==> src/rtl/sdfa_pkg.sv <==
`default_nettype none
// ============================================================================
// Module      : sdfa_pkg
// Description : Shared defaults and FSM state encoding for the SDFA back-end.
// Revision    : 1.0 - initial release
// ============================================================================
package sdfa_pkg;

    localparam int SDFA_NUM_CLASSES = 10;
    localparam int SDFA_VALUE_W     = 10;
    localparam int SDFA_LABEL_W     = 4;

    typedef enum logic [1:0] {
        ST_IDLE  = 2'd0,
        ST_ACCUM = 2'd1,
        ST_EMIT  = 2'd2
    } state_e;

endpackage
`default_nettype wire

==> src/rtl/sdfa_argmax_scorer_if.sv <==
`default_nettype none
// ============================================================================
// Module      : sdfa_argmax_scorer_if
// Description : Result burst, label push, prediction and statistics bundle.
// Revision    : 1.0 - initial release
// ============================================================================
interface sdfa_argmax_scorer_if #(
    parameter int VALUE_W = 10,
    parameter int LABEL_W = 4,
    parameter int CNT_W   = 16
);
    logic               res_valid;
    logic [VALUE_W-1:0] res_value;
    logic               label_valid;
    logic [LABEL_W-1:0] label;
    logic               label_ready;
    logic               clr_stats;
    logic               pred_valid;
    logic [LABEL_W-1:0] pred_class;
    logic [VALUE_W-1:0] pred_value;
    logic               pred_has_label;
    logic               pred_correct;
    logic [CNT_W-1:0]   stat_images;
    logic [CNT_W-1:0]   stat_correct;
    logic               err_burst;
    logic               err_label_ovf;

    modport master (
        output res_valid, res_value, label_valid, label, clr_stats,
        input  label_ready, pred_valid, pred_class, pred_value, pred_has_label,
               pred_correct, stat_images, stat_correct, err_burst, err_label_ovf
    );

    modport slave (
        input  res_valid, res_value, label_valid, label, clr_stats,
        output label_ready, pred_valid, pred_class, pred_value, pred_has_label,
               pred_correct, stat_images, stat_correct, err_burst, err_label_ovf
    );
endinterface
`default_nettype wire

==> src/rtl/sdfa_label_fifo.sv <==
`default_nettype none
// ============================================================================
// Module      : sdfa_label_fifo
// Description : Synchronous FIFO with full/empty flags and occupancy count.
// Revision    : 1.0 - initial release
// ============================================================================
module sdfa_label_fifo #(
    parameter int DEPTH = 8,
    parameter int WIDTH = 4
) (
    input  wire logic                     clk,
    input  wire logic                     rst,
    input  wire logic                     push_i,
    input  wire logic [WIDTH-1:0]         din_i,
    input  wire logic                     pop_i,
    output logic      [WIDTH-1:0]         dout_o,
    output logic                          full_o,
    output logic                          empty_o,
    output logic      [$clog2(DEPTH):0]   count_o
);
    localparam int AW = $clog2(DEPTH);

    logic [WIDTH-1:0] mem_q [DEPTH];
    logic [AW-1:0]    wr_ptr_q;
    logic [AW-1:0]    rd_ptr_q;
    logic [AW:0]      count_q;
    logic             w_do_push;
    logic             w_do_pop;

    assign full_o    = (count_q == (AW+1)'(DEPTH));
    assign empty_o   = (count_q == '0);
    assign count_o   = count_q;
    assign dout_o    = mem_q[rd_ptr_q];
    // Flags come from the current count only: no bypass on empty, no pop-makes-room on full.
    assign w_do_push = push_i && !full_o;
    assign w_do_pop  = pop_i && !empty_o;

    always_ff @(posedge clk) begin
        if (w_do_push) begin
            mem_q[wr_ptr_q] <= din_i;
        end
    end

    always_ff @(posedge clk) begin
        if (rst) begin
            wr_ptr_q <= '0;
            rd_ptr_q <= '0;
            count_q  <= '0;
        end else begin
            if (w_do_push) wr_ptr_q <= wr_ptr_q + 1'b1;
            if (w_do_pop)  rd_ptr_q <= rd_ptr_q + 1'b1;
            case ({w_do_push, w_do_pop})
                2'b10:   count_q <= count_q + 1'b1;
                2'b01:   count_q <= count_q - 1'b1;
                default: count_q <= count_q;
            endcase
        end
    end
endmodule
`default_nettype wire

==> src/rtl/sdfa_argmax_scorer.sv <==
`default_nettype none
// ============================================================================
// Module      : sdfa_argmax_scorer
// Description : Signed argmax over a class-score burst, scored against queued labels.
// Revision    : 1.0 - initial release
// ============================================================================
module sdfa_argmax_scorer
    import sdfa_pkg::*;
#(
    parameter int NUM_CLASSES = SDFA_NUM_CLASSES,
    parameter int VALUE_W     = SDFA_VALUE_W,
    parameter int LABEL_W     = SDFA_LABEL_W,
    parameter int ROT         = 1,
    parameter int LBL_DEPTH   = 8,
    parameter int CNT_W       = 16
) (
    input  wire logic           clk,
    input  wire logic           rst,
    sdfa_argmax_scorer_if.slave sif
);
    localparam int               BEAT_W     = $clog2(NUM_CLASSES + 2);
    localparam logic [LABEL_W-1:0] CLS_FIRST = LABEL_W'(ROT % NUM_CLASSES);
    localparam logic [LABEL_W-1:0] CLS_LAST  = LABEL_W'(NUM_CLASSES - 1);
    localparam logic [BEAT_W-1:0]  BEAT_FULL = BEAT_W'(NUM_CLASSES);
    localparam logic [BEAT_W-1:0]  BEAT_SAT  = BEAT_W'(NUM_CLASSES + 1);
    localparam logic [1:0]         S_IDLE    = 2'(ST_IDLE);
    localparam logic [1:0]         S_ACCUM   = 2'(ST_ACCUM);
    localparam logic [1:0]         S_EMIT    = 2'(ST_EMIT);

    logic [1:0]         state_q, state_d;
    logic [BEAT_W-1:0]  beat_q, beat_d;
    logic [LABEL_W-1:0] cls_q, cls_d;
    logic [LABEL_W-1:0] arg_q, arg_d;
    logic [VALUE_W-1:0] max_q, max_d;
    logic [LABEL_W-1:0] hold_cls_q;
    logic [VALUE_W-1:0] hold_val_q;
    logic               hold_has_q, hold_cor_q;
    logic [CNT_W-1:0]   images_q, correct_q;
    logic               err_burst_q, err_ovf_q;

    logic               w_pop, w_burst_err, w_emit, w_has, w_cor;
    logic               w_fifo_full, w_fifo_empty;
    logic [LABEL_W-1:0] w_fifo_head;
    logic [$clog2(LBL_DEPTH):0] w_fifo_count_unused;

    function automatic logic [LABEL_W-1:0] next_cls(input logic [LABEL_W-1:0] c);
        return (c == CLS_LAST) ? '0 : c + 1'b1;
    endfunction

    sdfa_label_fifo #(.DEPTH(LBL_DEPTH), .WIDTH(LABEL_W)) u_label_fifo (
        .clk     (clk),
        .rst     (rst),
        .push_i  (sif.label_valid),
        .din_i   (sif.label),
        .pop_i   (w_pop),
        .dout_o  (w_fifo_head),
        .full_o  (w_fifo_full),
        .empty_o (w_fifo_empty),
        .count_o (w_fifo_count_unused)
    );

    always_comb begin
        state_d     = state_q;
        beat_d      = beat_q;
        cls_d       = cls_q;
        arg_d       = arg_q;
        max_d       = max_q;
        w_pop       = 1'b0;
        w_burst_err = 1'b0;
        case (state_q)
            S_ACCUM: begin
                if (sif.res_valid) begin
                    if (beat_q < BEAT_FULL && $signed(sif.res_value) > $signed(max_q)) begin
                        max_d = sif.res_value;
                        arg_d = cls_q;
                    end
                    cls_d = next_cls(cls_q);
                    if (beat_q != BEAT_SAT) beat_d = beat_q + 1'b1;
                end else if (beat_q == BEAT_FULL) begin
                    state_d = S_EMIT;
                end else begin
                    w_burst_err = 1'b1;
                    w_pop       = 1'b1;
                    state_d     = S_IDLE;
                end
            end
            S_EMIT: begin
                w_pop   = 1'b1;
                state_d = S_IDLE;
            end
            default: state_d = S_IDLE;
        endcase
        // A beat seen outside ACCUM (IDLE or EMIT) always opens a fresh burst.
        if (sif.res_valid && state_q != S_ACCUM) begin
            max_d   = sif.res_value;
            arg_d   = CLS_FIRST;
            cls_d   = next_cls(CLS_FIRST);
            beat_d  = BEAT_W'(1);
            state_d = S_ACCUM;
        end
    end

    assign w_emit = (state_q == S_EMIT);
    assign w_has  = w_emit && !w_fifo_empty;
    assign w_cor  = w_has && (w_fifo_head == arg_q);

    always_ff @(posedge clk) begin
        if (rst) begin
            state_q    <= S_IDLE;
            beat_q     <= '0;
            cls_q      <= '0;
            arg_q      <= '0;
            max_q      <= '0;
            hold_cls_q <= '0;
            hold_val_q <= '0;
            hold_has_q <= 1'b0;
            hold_cor_q <= 1'b0;
        end else begin
            state_q <= state_d;
            beat_q  <= beat_d;
            cls_q   <= cls_d;
            arg_q   <= arg_d;
            max_q   <= max_d;
            if (w_emit) begin
                hold_cls_q <= arg_q;
                hold_val_q <= max_q;
                hold_has_q <= w_has;
                hold_cor_q <= w_cor;
            end
        end
    end

    always_ff @(posedge clk) begin
        if (rst || sif.clr_stats) begin
            images_q    <= '0;
            correct_q   <= '0;
            err_burst_q <= 1'b0;
            err_ovf_q   <= 1'b0;
        end else begin
            if (w_emit && ~&images_q)         images_q  <= images_q + 1'b1;
            if (w_cor && ~&correct_q)         correct_q <= correct_q + 1'b1;
            if (w_burst_err)                  err_burst_q <= 1'b1;
            if (sif.label_valid && w_fifo_full) err_ovf_q <= 1'b1;
        end
    end

    // During EMIT the live result is shown; afterwards the captured copy holds it.
    assign sif.pred_valid     = w_emit;
    assign sif.pred_class     = w_emit ? arg_q : hold_cls_q;
    assign sif.pred_value     = w_emit ? max_q : hold_val_q;
    assign sif.pred_has_label = w_emit ? w_has : hold_has_q;
    assign sif.pred_correct   = w_emit ? w_cor : hold_cor_q;
    assign sif.label_ready    = !w_fifo_full;
    assign sif.stat_images    = images_q;
    assign sif.stat_correct   = correct_q;
    assign sif.err_burst      = err_burst_q;
    assign sif.err_label_ovf  = err_ovf_q;
endmodule
`default_nettype wire

==> src/flat_wrapper.sv <==
// flat-port wrapper written by rule: the top's interface ports become plain ports
module sdfa_argmax_scorer_flat import sdfa_pkg::*;
#(
    parameter int NUM_CLASSES = SDFA_NUM_CLASSES,
    parameter int VALUE_W     = SDFA_VALUE_W,
    parameter int LABEL_W     = SDFA_LABEL_W,
    parameter int ROT         = 1,
    parameter int LBL_DEPTH   = 8,
    parameter int CNT_W       = 16
)
  (clk, rst, sif_res_valid, sif_res_value, sif_label_valid, sif_label, sif_clr_stats, sif_label_ready, sif_pred_valid, sif_pred_class, sif_pred_value, sif_pred_has_label, sif_pred_correct, sif_stat_images, sif_stat_correct, sif_err_burst, sif_err_label_ovf);
  sdfa_argmax_scorer_if #(.VALUE_W(VALUE_W), .LABEL_W(LABEL_W), .CNT_W(CNT_W)) sif_i ();
  input  wire logic clk;
  input  wire logic rst;
  input wire logic [$bits(sif_i.res_valid)-1:0] sif_res_valid;
  input wire logic [$bits(sif_i.res_value)-1:0] sif_res_value;
  input wire logic [$bits(sif_i.label_valid)-1:0] sif_label_valid;
  input wire logic [$bits(sif_i.label)-1:0] sif_label;
  input wire logic [$bits(sif_i.clr_stats)-1:0] sif_clr_stats;
  output wire logic [$bits(sif_i.label_ready)-1:0] sif_label_ready;
  output wire logic [$bits(sif_i.pred_valid)-1:0] sif_pred_valid;
  output wire logic [$bits(sif_i.pred_class)-1:0] sif_pred_class;
  output wire logic [$bits(sif_i.pred_value)-1:0] sif_pred_value;
  output wire logic [$bits(sif_i.pred_has_label)-1:0] sif_pred_has_label;
  output wire logic [$bits(sif_i.pred_correct)-1:0] sif_pred_correct;
  output wire logic [$bits(sif_i.stat_images)-1:0] sif_stat_images;
  output wire logic [$bits(sif_i.stat_correct)-1:0] sif_stat_correct;
  output wire logic [$bits(sif_i.err_burst)-1:0] sif_err_burst;
  output wire logic [$bits(sif_i.err_label_ovf)-1:0] sif_err_label_ovf;
  assign sif_i.res_valid = sif_res_valid;
  assign sif_i.res_value = sif_res_value;
  assign sif_i.label_valid = sif_label_valid;
  assign sif_i.label = sif_label;
  assign sif_i.clr_stats = sif_clr_stats;
  assign sif_label_ready = sif_i.label_ready;
  assign sif_pred_valid = sif_i.pred_valid;
  assign sif_pred_class = sif_i.pred_class;
  assign sif_pred_value = sif_i.pred_value;
  assign sif_pred_has_label = sif_i.pred_has_label;
  assign sif_pred_correct = sif_i.pred_correct;
  assign sif_stat_images = sif_i.stat_images;
  assign sif_stat_correct = sif_i.stat_correct;
  assign sif_err_burst = sif_i.err_burst;
  assign sif_err_label_ovf = sif_i.err_label_ovf;
  sdfa_argmax_scorer #(.NUM_CLASSES(NUM_CLASSES), .VALUE_W(VALUE_W), .LABEL_W(LABEL_W), .ROT(ROT), .LBL_DEPTH(LBL_DEPTH), .CNT_W(CNT_W)) u_core (.clk(clk), .rst(rst), .sif(sif_i));
endmodule
==> config.mk <==
export PLATFORM = sky130hd
export DESIGN_NAME = sdfa_argmax_scorer_flat
export DESIGN_NICKNAME = d
export VERILOG_FILES = /design/src/rtl/sdfa_pkg.sv /design/src/rtl/sdfa_argmax_scorer_if.sv /design/src/rtl/sdfa_label_fifo.sv /design/src/rtl/sdfa_argmax_scorer.sv /design/src/flat_wrapper.sv
export SDC_FILE = /design/constraint.sdc
export NUM_CORES = 1
export LEC_CHECK = 0
export CAP_MARGIN = 10
export CORE_ASPECT_RATIO = 0.75
export CORE_MARGIN = 4
export CORE_UTILIZATION = 59
export CTS_BUF_LIST = sky130_fd_sc_hd__clkbuf_4 sky130_fd_sc_hd__clkbuf_8 sky130_fd_sc_hd__clkbuf_16
export DETAILED_ROUTE_END_ITERATION = 8
export PLACE_DENSITY = 0.92
export SLEW_MARGIN = 15
export SYNTH_ARGS = -nofsm -noshare
export SYNTH_HDL_FRONTEND = slang
export SYNTH_SLANG_ARGS = --single-unit
==> constraint.sdc <==
create_clock -name clk -period 7.4 [get_ports clk]
set_clock_uncertainty 0.05 [all_clocks]
set_input_delay 0.74 -clock clk [delete_from_list [all_inputs] [get_ports clk]]
set_output_delay 0.74 -clock clk [all_outputs]
set_load 0.01 [all_outputs]
### Word-level counts from Yosys, hierarchy flattened

Memory sizes are Yosys's and may differ from the RTL's. A register that Yosys moved wholly into a read port is not among the register bits.
Cells that the tools add are included.

* input port bits: 19
* memories: 1
* flip-flop bits (word level): 84
* logic and storage cells: 106
* output and inout bits: 52
* RAM bits: 32

* add/sub/neg operators: 8
* reductions and logical operators: 30
* equal/unequal tests: 11
* magnitude comparators: 2
* bitwise operators: 1
* multiplexer cells: 33

Memory list
* u_core.u_label_fifo.mem_q: depth 8, bits a word 4, read ports 1, clocked after Yosys merged registers in 1, write ports 1, line sdfa_label_fifo.sv:23 `logic [WIDTH-1:0] mem_q [DEPTH];`

Operators with widths (number)
* $mux 10: 5
* $add 16x1->16 const B: 2
* $reduce_and 16->1: 2
* $mux 1: 18
* $add 4x1->4 const B: 3
* $eq 4x4->1 const B: 3
* $reduce_and 3->1: 4
* $gt 10x10->1: 1
* $reduce_bool 2->1: 5
* $logic_and 1x1->1: 9
* $mux 2: 4
* $mux 4: 2
* $pmux 4 s2: 1
* $add 3x1->3 const B: 2
* $mux 3: 2
* $eq 2x1->1 const B: 2
* $eq 2x2->1 const B: 2
* $eq 4x4->1: 1
* $logic_not 1->1: 4
* $logic_not 4->1: 1
* $lt 4x4->1 const B: 1
* $ne 4x4->1 const B: 1
* $reduce_and 2->1: 2
* $sub 4x1->4 const B: 1
* 7 further kinds: 7

### Longest topological paths before layout

* depth in word-level cells: 7
* mapped depth: 12
* depth with buffers taken out: 12

### Modules after synthesis

Synthesis repeated with hierarchy kept, for this count alone.

* cell total of the unflattened synthesis: 527
* area total of the unflattened synthesis: 5575.3 um2

By module, submodules not included
* sdfa_argmax_scorer: cells an instance 407, sequential area each 1481.4 um2, area each 3676.0 um2, instances 1
* sdfa_label_fifo: cells an instance 120, sequential area each 1221.2 um2, area each 1899.3 um2, instances 1

### Least setup slack after synthesis

Ideal clock, no wire load.

* kind: reg-to-output
* start point: register (tool-made name)
* end point: output port sif_pred_correct
* stages on the path, launching flop included: 10
* data arrival time: 2.302 ns
* data required time: 6.610 ns
* setup slack: 4.308 ns
* buffers on the path: 4
* path through: dfxtp_1 > buf_2 > buf_4 > mux2i_1 > mux4_2 > mux2i_1 > or4_1 > clkbuf_1 > clkbuf_1 > o21ai_1

RTL lines
* to (decl): line flat_wrapper.sv:25 `output wire logic [$bits(sif_i.pred_correct)-1:0] sif_pred_correct;`

==> flow_summary.json <==
{
  "grt_first_pass_wirelength_mm": 21.53,
  "drc": 0,
  "first_global_vias": 4341,
  "synth_fp_nets": 588,
  "synth.ff_latch_count": 119,
  "finalCriticalPeriod_ns": 4.719,
  "area_delta_synth_final_pct": 26.23,
  "wirelength_mm": 13.35,
  "relSlewSlack": 0.2456,
  "syn_area_per_cell_um2": 10.06,
  "clock_latency_ns": 0.41,
  "final_common_cell": "dfxtp_1",
  "hpwl_mm": 8.545,
  "gp_congestion": 0.8335,
  "core_area_um2": 9046,
  "hold_viol_final": 0,
  "p_leak_nw": 2.502,
  "ant_nets": 0,
  "cp-end-kind": "primary output",
  "cts_resized": 0,
  "finalMaxSlewViolations": 0,
  "start_kind": "flip-flop",
  "syn-cell-area_um2": 5495,
  "multi_input_area_um2": 2618,
  "finalNetCount": 658,
  "synth_cell_type_count": 46,
  "antenna_cells": 0,
  "setup_viol": 0,
  "synth-seq-area-share": 0.4918,
  "num_rows": 30,
  "dp_cells": 725,
  "yosysWarnings": 0,
  "ys.flop_type": "dfxtp_1",
  "cts.hold.buffers_added": 0,
  "cts_tree": "done",
  "synth-edff-count": 32,
  "fillers": 573,
  "p_per_area_nw_per_um2": 239.9,
  "drt_iter0_markers": 535,
  "rsz0062_at_grt": "false",
  "syn-instance-count": 546,
  "regArea_um2": 2703,
  "grt_usage": 0.2514,
  "crit_fanout": 33,
  "vias": 4403,
  "period_share": 0.6377,
  "hold_path_class": "flip-flop to flip-flop",
  "dr.pass1.iters": 7,
  "grt-ovfl-total": 0,
  "cap_violations": 0,
  "layout_common_cells": "dfxtp_1 (87), clkdlybuf4s50_1 (70), nor2_1 (57)",
  "port_buffers": 70,
  "ir_worst_vdd_v": 0.0001922,
  "fmax_mhz": 211.9,
  "die_h_um": 91.58,
  "drive_gt1_frac": 0.09221,
  "wl_per_cell_um": 17.64,
  "htreeDepth": 4,
  "setup_tns_ns": 0,
  "grt_max_degree": 58,
  "worst_slew_pin_slew_ns": 1.123,
  "critical_path_class": "flip-flop to primary output",
  "clk_path_buf_depth": 2,
  "cts_made_buffers": 17,
  "critPathRequiredTime_ns": 6.61,
  "io-pin-count": 71,
  "total_power_mw": 1.664,
  "crit_arrival_ns": 3.93,
  "status": "finished clean",
  "viasPerCell": 5.816,
  "clock_sinks": 119,
  "initial_utilization": 0.6075,
  "clkTransAtPathRegs_ns": 0.05,
  "cts-root-buf": "clkbuf_16",
  "cts_setup_buffers": 0,
  "async_flop_share": 0,
  "die_w_um": 119.4,
  "antenna_found_initial": 0,
  "instances_no_fill": 757,
  "die-area_um2": 10940
}
[per-stage QoR]
stage                     worst slack (ns)    util  area [µm²]  hold WS [ns]
after CTS                            2.681  0.7668        6937        0.4295
after floorplan                      4.308       -        5495        0.4101
after detailed placement             3.161  0.6953        6290        0.4168
final                                2.681  0.7668        6937        0.4233
after global routing                 2.434  0.7668        6937        0.4418
after global placement               3.256  0.6953        6290        0.4079
[area by class of cell]
cell class | count | share of cell area
sequential | 119 | 0.3896
inverter | 23 | 0.01245
timing repair buffer | 73 | 0.1043
clock inverter | 7 | 0.01623
clock buffer | 25 | 0.07702
tap | 128 | 0.02309
multi-input combinational | 382 | 0.3773
[registers in the layout, summed over array words and instances (netlist names), named ones only]
| register | cells |
|---|---|
| u_core.hold_has_q | 1 |
| u_core.sif.stat_images | 16 |
| u_core.u_label_fifo.rd_ptr_q | 3 |
| u_core.sif.stat_correct | 16 |
| u_core.hold_val_q | 10 |
| u_core.cls_q | 4 |
| u_core.u_label_fifo.count_o | 4 |
| u_core.sif.err_label_ovf | 1 |
| u_core.arg_q | 4 |
| u_core.u_label_fifo.mem_q | 32 |
| u_core.hold_cor_q | 1 |
| u_core.beat_q | 4 |
| u_core.hold_cls_q | 4 |
| u_core.sif.err_burst | 1 |
| u_core.state_q | 2 |
| u_core.u_label_fifo.wr_ptr_q | 3 |
| u_core.max_q | 10 |
[routing by layer]
| layer | track usage | share of wire | routed length [µm] | up-vias |
|---|---|---|---|---|
| li1 | - | - | - | 2083 |
| met1 | 0.3090 | 0.42 | 5618 | 2095 |
| met2 | 0.4239 | 0.49 | 6603 | 197 |
| met3 | 0.07410 | 0.068 | 912 | 28 |
| met4 | 0.08484 | 0.016 | 220 | 0 |
| met5 | 0 | 0 | 0 | - |
[power breakdown]
| part | leakage (nW) | switching, mW | internal [mW] |
|---|---|---|---|
| combinational | 1.19 | 0.0478 | 0.0381 |
| clock | 0.321 | 0.284 | 0.600 |
| sequential | 0.995 | 0.0123 | 0.682 |
[synthesized netlist by cell type (2+ instances only)]
master	instances	area (µm²)
o31ai_1	5	37.54
nor2_1	57	214.0
nand4_1	12	75.07
nand3_1	18	90.09
a211oi_1	3	22.52
nand2_1	34	127.6
o21ai_1	9	45.04
or2_2	3	18.77
nor3_1	9	45.04
xnor2_1	9	78.83
o21ai_0	8	40.04
a31oi_1	3	18.77
or3_1	15	93.84
and3_1	4	25.02
ha_1	23	287.8
a21o_1	4	30.03
mux2i_1	31	310.3
inv_1	23	86.33
nand4b_1	2	17.52
nand3b_1	3	22.52
nor2b_1	18	112.6
buf_2	2	10.01
clkbuf_1	18	67.56
xor2_1	17	148.9
mux2_2	14	157.7
edfxtp_1	32	960.9
dfxtp_1	87	1742
a21oi_1	26	130.1
o211ai_1	6	45.04
nand2b_1	23	143.9
or4_1	8	60.06
and4_1	2	17.52
mux4_2	5	112.6
[cells by family (layout without fill, tap and decap cells)]
group | after synthesis | count (layout) | synth area share
AND/OR/NAND/NOR | 213 | 213 | 0.2004
flip-flops | 119 | 119 | 0.4918
AO/OA/AOI/OAI | 70 | 70 | 0.07650
multiplexers | 50 | 50 | 0.1056
buffers and inverters | 45 | 128 | 0.03187
XOR/XNOR | 26 | 26 | 0.04144
adder cells (fa/ha/maj) | 23 | 23 | 0.05237
[final timing paths]
check,cells after the start,from,slack [ns],end
max reg2reg,6,flip-flop,3.80,u_core.sif.stat_correct[3]$_SDFFE_PP0P_
max,6,flip-flop,2.68,sif_pred_correct
min reg2reg,2,u_core.sif.err_label_ovf$_SDFFE_PP0P_,0.42,u_core.sif.err_label_ovf$_SDFFE_PP0P_
min,2,u_core.sif.err_label_ovf$_SDFFE_PP0P_,0.42,u_core.sif.err_label_ovf$_SDFFE_PP0P_
[worst max-delay path: stages (launching register included)]
cell             delay (ns)
dfxtp_1                0.83
mux2i_1                0.24
mux4_2                 0.54
xnor2_1                0.16
or4_1                  0.90
o21ai_1                0.26
clkdlybuf4s50_1        0.58
Power figures use the tool's default switching activity.
